File: config.mk
export PLATFORM = sky130hd
export DESIGN_NAME = cotm32_csr_file
export DESIGN_NICKNAME = d
export VERILOG_FILES = /design/src/rtl/cotm32_csr_file.sv
export SDC_FILE = /design/constraint.sdc
export NUM_CORES = 1
export LEC_CHECK = 0
export ABC_CLOCK_PERIOD_IN_PS = 3300
export BUFFER_PORTS_ARGS = -buffer_cell sky130_fd_sc_hd__buf_2
export CORE_MARGIN = 3
export CORE_UTILIZATION = 26
export CTS_BUF_LIST = sky130_fd_sc_hd__clkbuf_16
export DETAILED_ROUTE_END_ITERATION = 8
export PLACE_DENSITY = 0.43
export SYNTH_ARGS = -nofsm -noshare
export SYNTH_HDL_FRONTEND = slang
export SYNTH_SLANG_ARGS = --single-unit
File: constraint.sdc
create_clock -name clk -period 3.3 [get_ports clk]
set_input_delay 0.495 -clock clk [delete_from_list [all_inputs] [get_ports clk]]
set_output_delay 0.495 -clock clk [all_outputs]
set_load 0.05 [all_outputs]
File: src/rtl/cotm32_csr_file.sv
// cotm32_csr_file: machine-mode CSR file and trap/mret sequencer; optional mcycle/minstret under `COTM32_CSR_COUNTERS_EN
module cotm32_csr_file #(
    parameter int               MXLEN       = 32,
    parameter logic [MXLEN-1:0] HART_ID     = '0,
    parameter logic [MXLEN-1:0] RESET_MTVEC = '0
) (
    input  logic             clk,
    input  logic             rst_n,
    input  logic             csr_en,
    input  logic [1:0]       csr_op,
    input  logic [11:0]      csr_addr,
    input  logic [MXLEN-1:0] csr_wdata,
    input  logic             csr_wr_suppress,
    output logic [MXLEN-1:0] csr_rdata,
    output logic             csr_illegal,
    input  logic             trap_req,
    input  logic [MXLEN-1:0] trap_cause,
    input  logic [MXLEN-1:0] trap_pc,
    input  logic [MXLEN-1:0] trap_val,
    input  logic             mret_req,
    input  logic             inst_retire,
    output logic             redirect_valid,
    output logic [MXLEN-1:0] redirect_pc,
    output logic             mstatus_mie
);
    function automatic logic [MXLEN-1:0] legal_tvec(input logic [MXLEN-1:0] v);
        return v[1] ? {v[MXLEN-1:2], 2'b00} : v;
    endfunction

    logic             mie, mpie;
    logic [MXLEN-1:0] mtvec, mepc, mcause, mtval, mscratch;
    logic [MXLEN-1:0] mstatus_val, old_val, new_val, tvec_base, trap_target;
    logic             hit, wr_req, wr_en, unused_bits;
`ifdef COTM32_CSR_COUNTERS_EN
    logic [63:0]      mcycle, minstret;
    assign unused_bits = trap_cause[MXLEN-2];
`else
    assign unused_bits = trap_cause[MXLEN-2] ^ inst_retire;
`endif

    assign mstatus_mie = mie;
    assign mstatus_val = MXLEN'({2'b11, 3'b000, mpie, 3'b000, mie, 3'b000});

    // address decode: select the current value of the addressed CSR
    always_comb begin
        hit     = 1'b1;
        old_val = '0;
        case (csr_addr)
            12'h300: old_val = mstatus_val;
            12'h305: old_val = mtvec;
            12'h340: old_val = mscratch;
            12'h341: old_val = mepc;
            12'h342: old_val = mcause;
            12'h343: old_val = mtval;
            12'hF14: old_val = HART_ID;
`ifdef COTM32_CSR_COUNTERS_EN
            12'hB00, 12'hC00: old_val = MXLEN'(mcycle[31:0]);
            12'hB80, 12'hC80: old_val = MXLEN'(mcycle[63:32]);
            12'hB02, 12'hC02: old_val = MXLEN'(minstret[31:0]);
            12'hB82, 12'hC82: old_val = MXLEN'(minstret[63:32]);
`endif
            default: hit = 1'b0;
        endcase
    end

    assign wr_req      = csr_en && csr_op != 2'd3 && !csr_wr_suppress;
    assign csr_illegal = csr_en && (!hit || (csr_addr[11:10] == 2'b11 && wr_req));
    assign csr_rdata   = csr_illegal ? '0 : old_val;
    assign new_val     = csr_op == 2'd0 ? csr_wdata : csr_op == 2'd1 ? old_val | csr_wdata : old_val & ~csr_wdata;
    // traps and mret take priority and swallow a same-cycle CSR write
    assign wr_en       = wr_req && !csr_illegal && !trap_req && !mret_req;
    assign tvec_base   = {mtvec[MXLEN-1:2], 2'b00};
    assign trap_target = (mtvec[1:0] == 2'b01 && trap_cause[MXLEN-1]) ? tvec_base + {trap_cause[MXLEN-3:0], 2'b00} : tvec_base;

    // architectural state: trap entry, mret, then Zicsr writes
    always_ff @(posedge clk or negedge rst_n) begin
        if (!rst_n) begin
            mie      <= 1'b0;
            mpie     <= 1'b0;
            mtvec    <= legal_tvec(RESET_MTVEC);
            mepc     <= '0;
            mcause   <= '0;
            mtval    <= '0;
            mscratch <= '0;
        end else if (trap_req) begin
            mepc   <= trap_pc & ~MXLEN'(3);
            mcause <= trap_cause;
            mtval  <= trap_val;
            mpie   <= mie;
            mie    <= 1'b0;
        end else if (mret_req) begin
            mie  <= mpie;
            mpie <= 1'b1;
        end else if (wr_en) begin
            case (csr_addr)
                12'h300: begin
                    mie  <= new_val[3];
                    mpie <= new_val[7];
                end
                12'h305: mtvec    <= legal_tvec(new_val);
                12'h340: mscratch <= new_val;
                12'h341: mepc     <= {new_val[MXLEN-1:2], 2'b00};
                12'h342: mcause   <= new_val;
                12'h343: mtval    <= new_val;
                default: ;
            endcase
        end
    end

    // one-cycle redirect pulse; target held until the next redirect
    always_ff @(posedge clk or negedge rst_n) begin
        if (!rst_n) begin
            redirect_valid <= 1'b0;
            redirect_pc    <= '0;
        end else begin
            redirect_valid <= trap_req || mret_req;
            if (trap_req)
                redirect_pc <= trap_target;
            else if (mret_req)
                redirect_pc <= mepc;
        end
    end

`ifdef COTM32_CSR_COUNTERS_EN
    // free-running counters; a write to either half replaces that cycle's increment
    always_ff @(posedge clk or negedge rst_n) begin
        if (!rst_n) begin
            mcycle   <= '0;
            minstret <= '0;
        end else begin
            mcycle   <= (wr_en && csr_addr == 12'hB00) ? {mcycle[63:32], new_val[31:0]} :
                        (wr_en && csr_addr == 12'hB80) ? {new_val[31:0], mcycle[31:0]} : mcycle + 64'd1;
            minstret <= (wr_en && csr_addr == 12'hB02) ? {minstret[63:32], new_val[31:0]} :
                        (wr_en && csr_addr == 12'hB82) ? {new_val[31:0], minstret[31:0]} :
                        inst_retire ? minstret + 64'd1 : minstret;
        end
    end
`endif
endmodule

======== Word-level counts from Yosys, hierarchy flattened ========
Index checks and enable logic that the tools add are counted.
storage, ports and cells
  ROM bits ................................ 0
  register bits ........................... 195
  memories ................................ 0
  bits in writable memories ............... 0
  bits in latches ......................... 0
operators by class
  $add $sub $neg .......................... 1
  bitwise logic cells ..................... 5
  mux-type cells .......................... 29
  equality and inequality tests ........... 12
  divide/modulo/power cells ............... 0
  reduce and logical (&&, ||, !) cells .... 30
  order comparisons ....................... 0
  multiply operators ...................... 0
  shift operators ......................... 0
operators with widths
  operator                                                                  count
  32-bit two-way mux                                                        18
  32-bit one-hot mux with 6 select lines                                    1
  12-bit by 10-bit equality test with 1-bit output (second input constant)  6
  32-bit adder                                                              1
  32-bit bitwise AND                                                        1
  32-bit NOT                                                                1
  32-bit bitwise OR                                                         1
  12-bit equality test (second input constant)                              1
  1-bit two-way mux                                                         10
  2-bit nonzero test                                                        5
  3-bit AND reduction                                                       3
  1-bit logical AND                                                         8
  4-bit AND reduction                                                       2
  7-bit OR reduction                                                        1
  3-bit nonzero test                                                        2
  1-bit logical NOT                                                         5
  2-bit by 1-bit equality test with 1-bit output (second input constant)    2
  2-bit != test (second input constant)                                     2
  2-bit equality test (second input constant)                               1
  2-bit logical NOT                                                         1
  1-bit logical OR                                                          2
  1-bit NOT                                                                 2
  2-bit AND reduction                                                       1

======== Longest topological paths before layout ========
  depth after elaboration ................. 13
  mapped depth ............................ 13
  mapped depth without buffers ............ 11

======== Worst setup path after synthesis ========
Ideal clock, no wire load.
  path kind ............................... input to register
  start point ............................. input csr_addr[4]
  end point ............................... register mtval[12]
  stages on the path ...................... 11
  setup time .............................. 83 ps
  setup slack ............................. 142 ps
  data arrival time ....................... 3076 ps
  path through ............................ or3_1 > buf_2 > nor4_4 > nand2_2 > buf_2 > buf_1 > o21ai_1 > a21oi_1 > a21oi_1 > mux2i_1 > o21ai_0
on the way
  cells in the longest elaborated chain, start to end .. 12
  elaborated cells on any way between the ends .. 28
  classes of those cells .................. eq/ne (7); mux (8); bitwise (2); reduce/logical (11)
RTL lines
  element                                                                                          line  RTL
  start, declared                                                                                  11    input logic [11:0] csr_addr,
  parallel branches: the longest is 12 deep, another holds 32-bit one-hot mux with 6 select lines  --
  end signal, assigned                                                                             88    mtval <= trap_val;
  end signal, assigned                                                                             104   12'h343: mtval <= new_val;
  end, declared                                                                                    31    logic [MXLEN-1:0] mtvec, mepc, mcause, mtval, mscratch;
Parallel ways; which one is timed is not known. The select of a mux whose other input is x is not followed.
A chain may end at the register's enable or synchronous reset.

======== Worst setup path in the final report ========
  start point ............................. input csr_addr[4]
  end point ............................... output csr_rdata[17]
on the way
  cells in the longest elaborated chain, start to end .. 7
  elaborated cells on any way between the ends .. 14
  classes of those cells .................. eq/ne (7); mux (3); reduce/logical (4)
RTL lines
  element                                                                                          line  RTL
  12-bit by 10-bit equality test with 1-bit output / 12-bit equality test (equally long branches)  48    case (csr_addr)
  7-bit OR reduction (no line)                                                                     --
  1-bit two-way mux                                                                                48
  1-bit logical NOT                                                                                67    assign csr_illegal = csr_en && (!hit || (csr_addr[11:10] == 2'b11 && wr_req));
  1-bit logical OR                                                                                 67
  1-bit logical AND                                                                                67
  32-bit two-way mux *                                                                             68    assign csr_rdata = csr_illegal ? '0 : old_val;
  end, declared                                                                                    14    output logic [MXLEN-1:0] csr_rdata,
Mark *: on every way between the ends. The rest lies on a longest branch, timed or not.

==> results.tsv <==
metric	value	unit
yosysMostFrequentCell	nor2_1	
static-leakage-power	0.00676	uW
wl	45.2	mm
cts_hold_repair.buffers	0	
final.setup_skew	18.5	ps
synth-edff-count	0	
slowest_stage	or3_1	
post-route-min-period	3120	ps
dp_hpwl	32.4	mm
path_buf_inv	3	
cts_tree	built	
grt_use_total	18.8	%
initial_core_util	26.4	%
synth_top_area_cell	dfrtp_1	
die_x	219	um
worstPathArrival	2630	ps
synth.area.top_cells	dfrtp_1 40%, nor2_1 6.6%, mux2i_1 5.5%	
fmax	320	MHz
slowest_delay	500	ps
dieArea	47800	sq um
slew_violations	0	
cts_buffers	17	
clock_latency	470	ps
top_usage_layer	met2	
worst_pin_slew	1050	ps
cts_max_level	4	
vias	10900	
cts-root-buf	clkbuf_16	
fin_util	32.4	%
use_met1	27.2	%
worst_ep_required_time	2800	ps
worst-path-max-fanout	12	
hold_viol_final	0	
grt_pass1_wl	67.9	mm
post_cts_resized	0	
syn_area_per_cell	8.76	sq um
status	completed	
gr-usage-met3	2.93	%
syn_inst	1341	
first_global_vias	10700	
post_cts_buffers	0	
place_congestion	0.827	
clock-sinks	190	
maxSlewHeadroom	30.0	%
first_iter_violations	865	
nets	1716	
critPathLaunchType	input port	
ys.flop_type	dfrtp_1	
ir_drop	0.000220	V
ys_top_cells_by_count	208 x nor2_1, 190 x dfrtp_1, 155 x nand2_1, 105 x a21oi_1, 72 x o21ai_0	
netlist_area	11700	sq um
path_delay_family	simple AND/OR/NAND/NOR gates	
yosysWarnings	0	
finalSetupViolations	0	
drive_gt1_share	23.9	%
grt.overflow.total	0	
path_clk_slew	70	ps
cp_cell_sequence	buf_2 -> or3_1 -> nor4_4 -> nand2_2 -> nor3b_4 -> buf_4 -> a221o_1 -> buf_2	
worstSetupPathType	input port to primary output	
maxCapViolCount	0	
core	44400	sq um
end_kind	primary output	
pwr_density_cell	401	nW/um^2
cts.path.max_buffers	2	
final.period_utilization	94.7	%
dp_slack	-142	ps
die_h	219	um
row_count	77	
yosysTopAreaCellShare	40.5	%
wire_per_inst	21.1	um
port-buffer-count	210	
grt_max_degree	183	
synth_cell_type_count	67	
synthArstFlopShare	100	%
crit_top_cell	buf_2	
io_pins	216	
drcViolationCount	0	
area_growth	22.5	%
antenna_found_initial	2	
viasPerCell	5.09	
min_path_type	input port to async pin	
grtUsageMet2	29.4	%
rsz0062_at_grt	no	
drt-pass1-iter-count	5	
ys_ff_latch	190	
yosysSeqAreaShare	40.5	%
layout_setup_ws	176	ps
antenna_left	0	
==> logic make-up after synthesis <==
group / count (synthesis) / synth area share, %
AO/OA/AOI/OAI: 466 / 26.9
XOR/XNOR: 24 / 1.79
adder cells (fa/ha/maj): 30 / 3.26
buffers and inverters: 112 / 4.64
flip-flops: 190 / 40.5
multiplexers: 77 / 6.89
other: 1 / 0.0319
AND/OR/NAND/NOR: 441 / 16.0
==> power by group <==
part | internal (uW) | total, uW | switching [uW]
Combinational | 370 | 1060 | 694
Sequential | 2480 | 2600 | 119
Clock | 1070 | 2110 | 1050
Total | 3920 | 5770 | 1860
==> worst paths after layout <==
kind                                      from         endpoint  slack (ps)  depth (start not counted)
worst max-delay path               csr_addr[4]    csr_rdata[17]         180                          8
worst min-delay path                     rst_n      mscratch[9]          70                          1
worst max register to register        mtvec[2]  redirect_pc[30]         230                         11
worst min register to register     mscratch[8]      mscratch[8]         480                          2
max in group asynchronous                rst_n         mepc[30]        2390                          2
min in group clk                trap_cause[30]       mcause[30]         260                          2
==> layout make-up <==
class | instances | area [sq um]
fillers | 4770 | 30000
multi-input cells | 1040 | 6500
flip-flops and latches | 190 | 4750
repair buffers | 275 | 1770
well taps | 592 | 741
clock buffers | 17 | 425
clock inverters | 15 | 151
inverters | 13 | 48.8
diodes | 1 | 2.50
==> sequential cells by signal, indices dropped and copies added (netlist names) <==
signal,flops
mscratch,32
mepc,30
redirect_pc,30
mpie,1
mtval,32
mcause,32
redirect_valid,1
mtvec,31
mstatus_mie,1
==> per-layer routing <==
metal | up-vias | wire length [um]
li1 | 5247 | -
met1 | 5333 | 22100
met2 | 284 | 20400
met3 | 37 | 2010
met4 | 2 | 665
met5 | - | 11
==> cell usage in the layout (no fill, tap or decap), types with 4 or more instances in the layout <==
master and n:
a211oi_2 25, mux2_2 11, xor2_1 11, nor4_1 4, a211oi_1 16, xnor2_1 13
and2_1 5, buf_12 16, a21oi_1 105, and3_1 6, a22oi_1 45, a31oi_1 61
inv_6 4, o21ai_1 19, mux2i_1 64, a221o_1 27, nand2_1 155, ha_1 29
nor3_1 5, o21ai_0 71, nand3_1 9, a221oi_1 4, nor2b_1 14, buf_4 54
inv_1 12, dfrtp_1 190, or3_1 5, nand2b_1 6, nor2_1 206, clkinvlp_4 4
o31ai_1 7, a21o_1 59, or2_2 5, buf_2 203, clkbuf_16 17
==> per-stage QoR <==
| stage | total power, uW | cells | instance area [sq um] | setup TNS [ps] | hold WS, ps |
|---|---|---|---|---|---|
| final | 5770 | 2143 | 14400 | 0 | 66.2 |
| after CTS | 5850 | 2142 | 14400 | 0 | 86.7 |
| after global placement | 3710 | 2110 | 13800 | -385 | 460 |
| after floorplan | 3250 | 1342 | 11700 | 0 | 199 |
| after detailed placement | 3720 | 2110 | 13800 | -410 | 466 |
| after global routing | 6050 | 2142 | 14400 | 0 | 97.0 |
(Power assumes the default switching activity.)
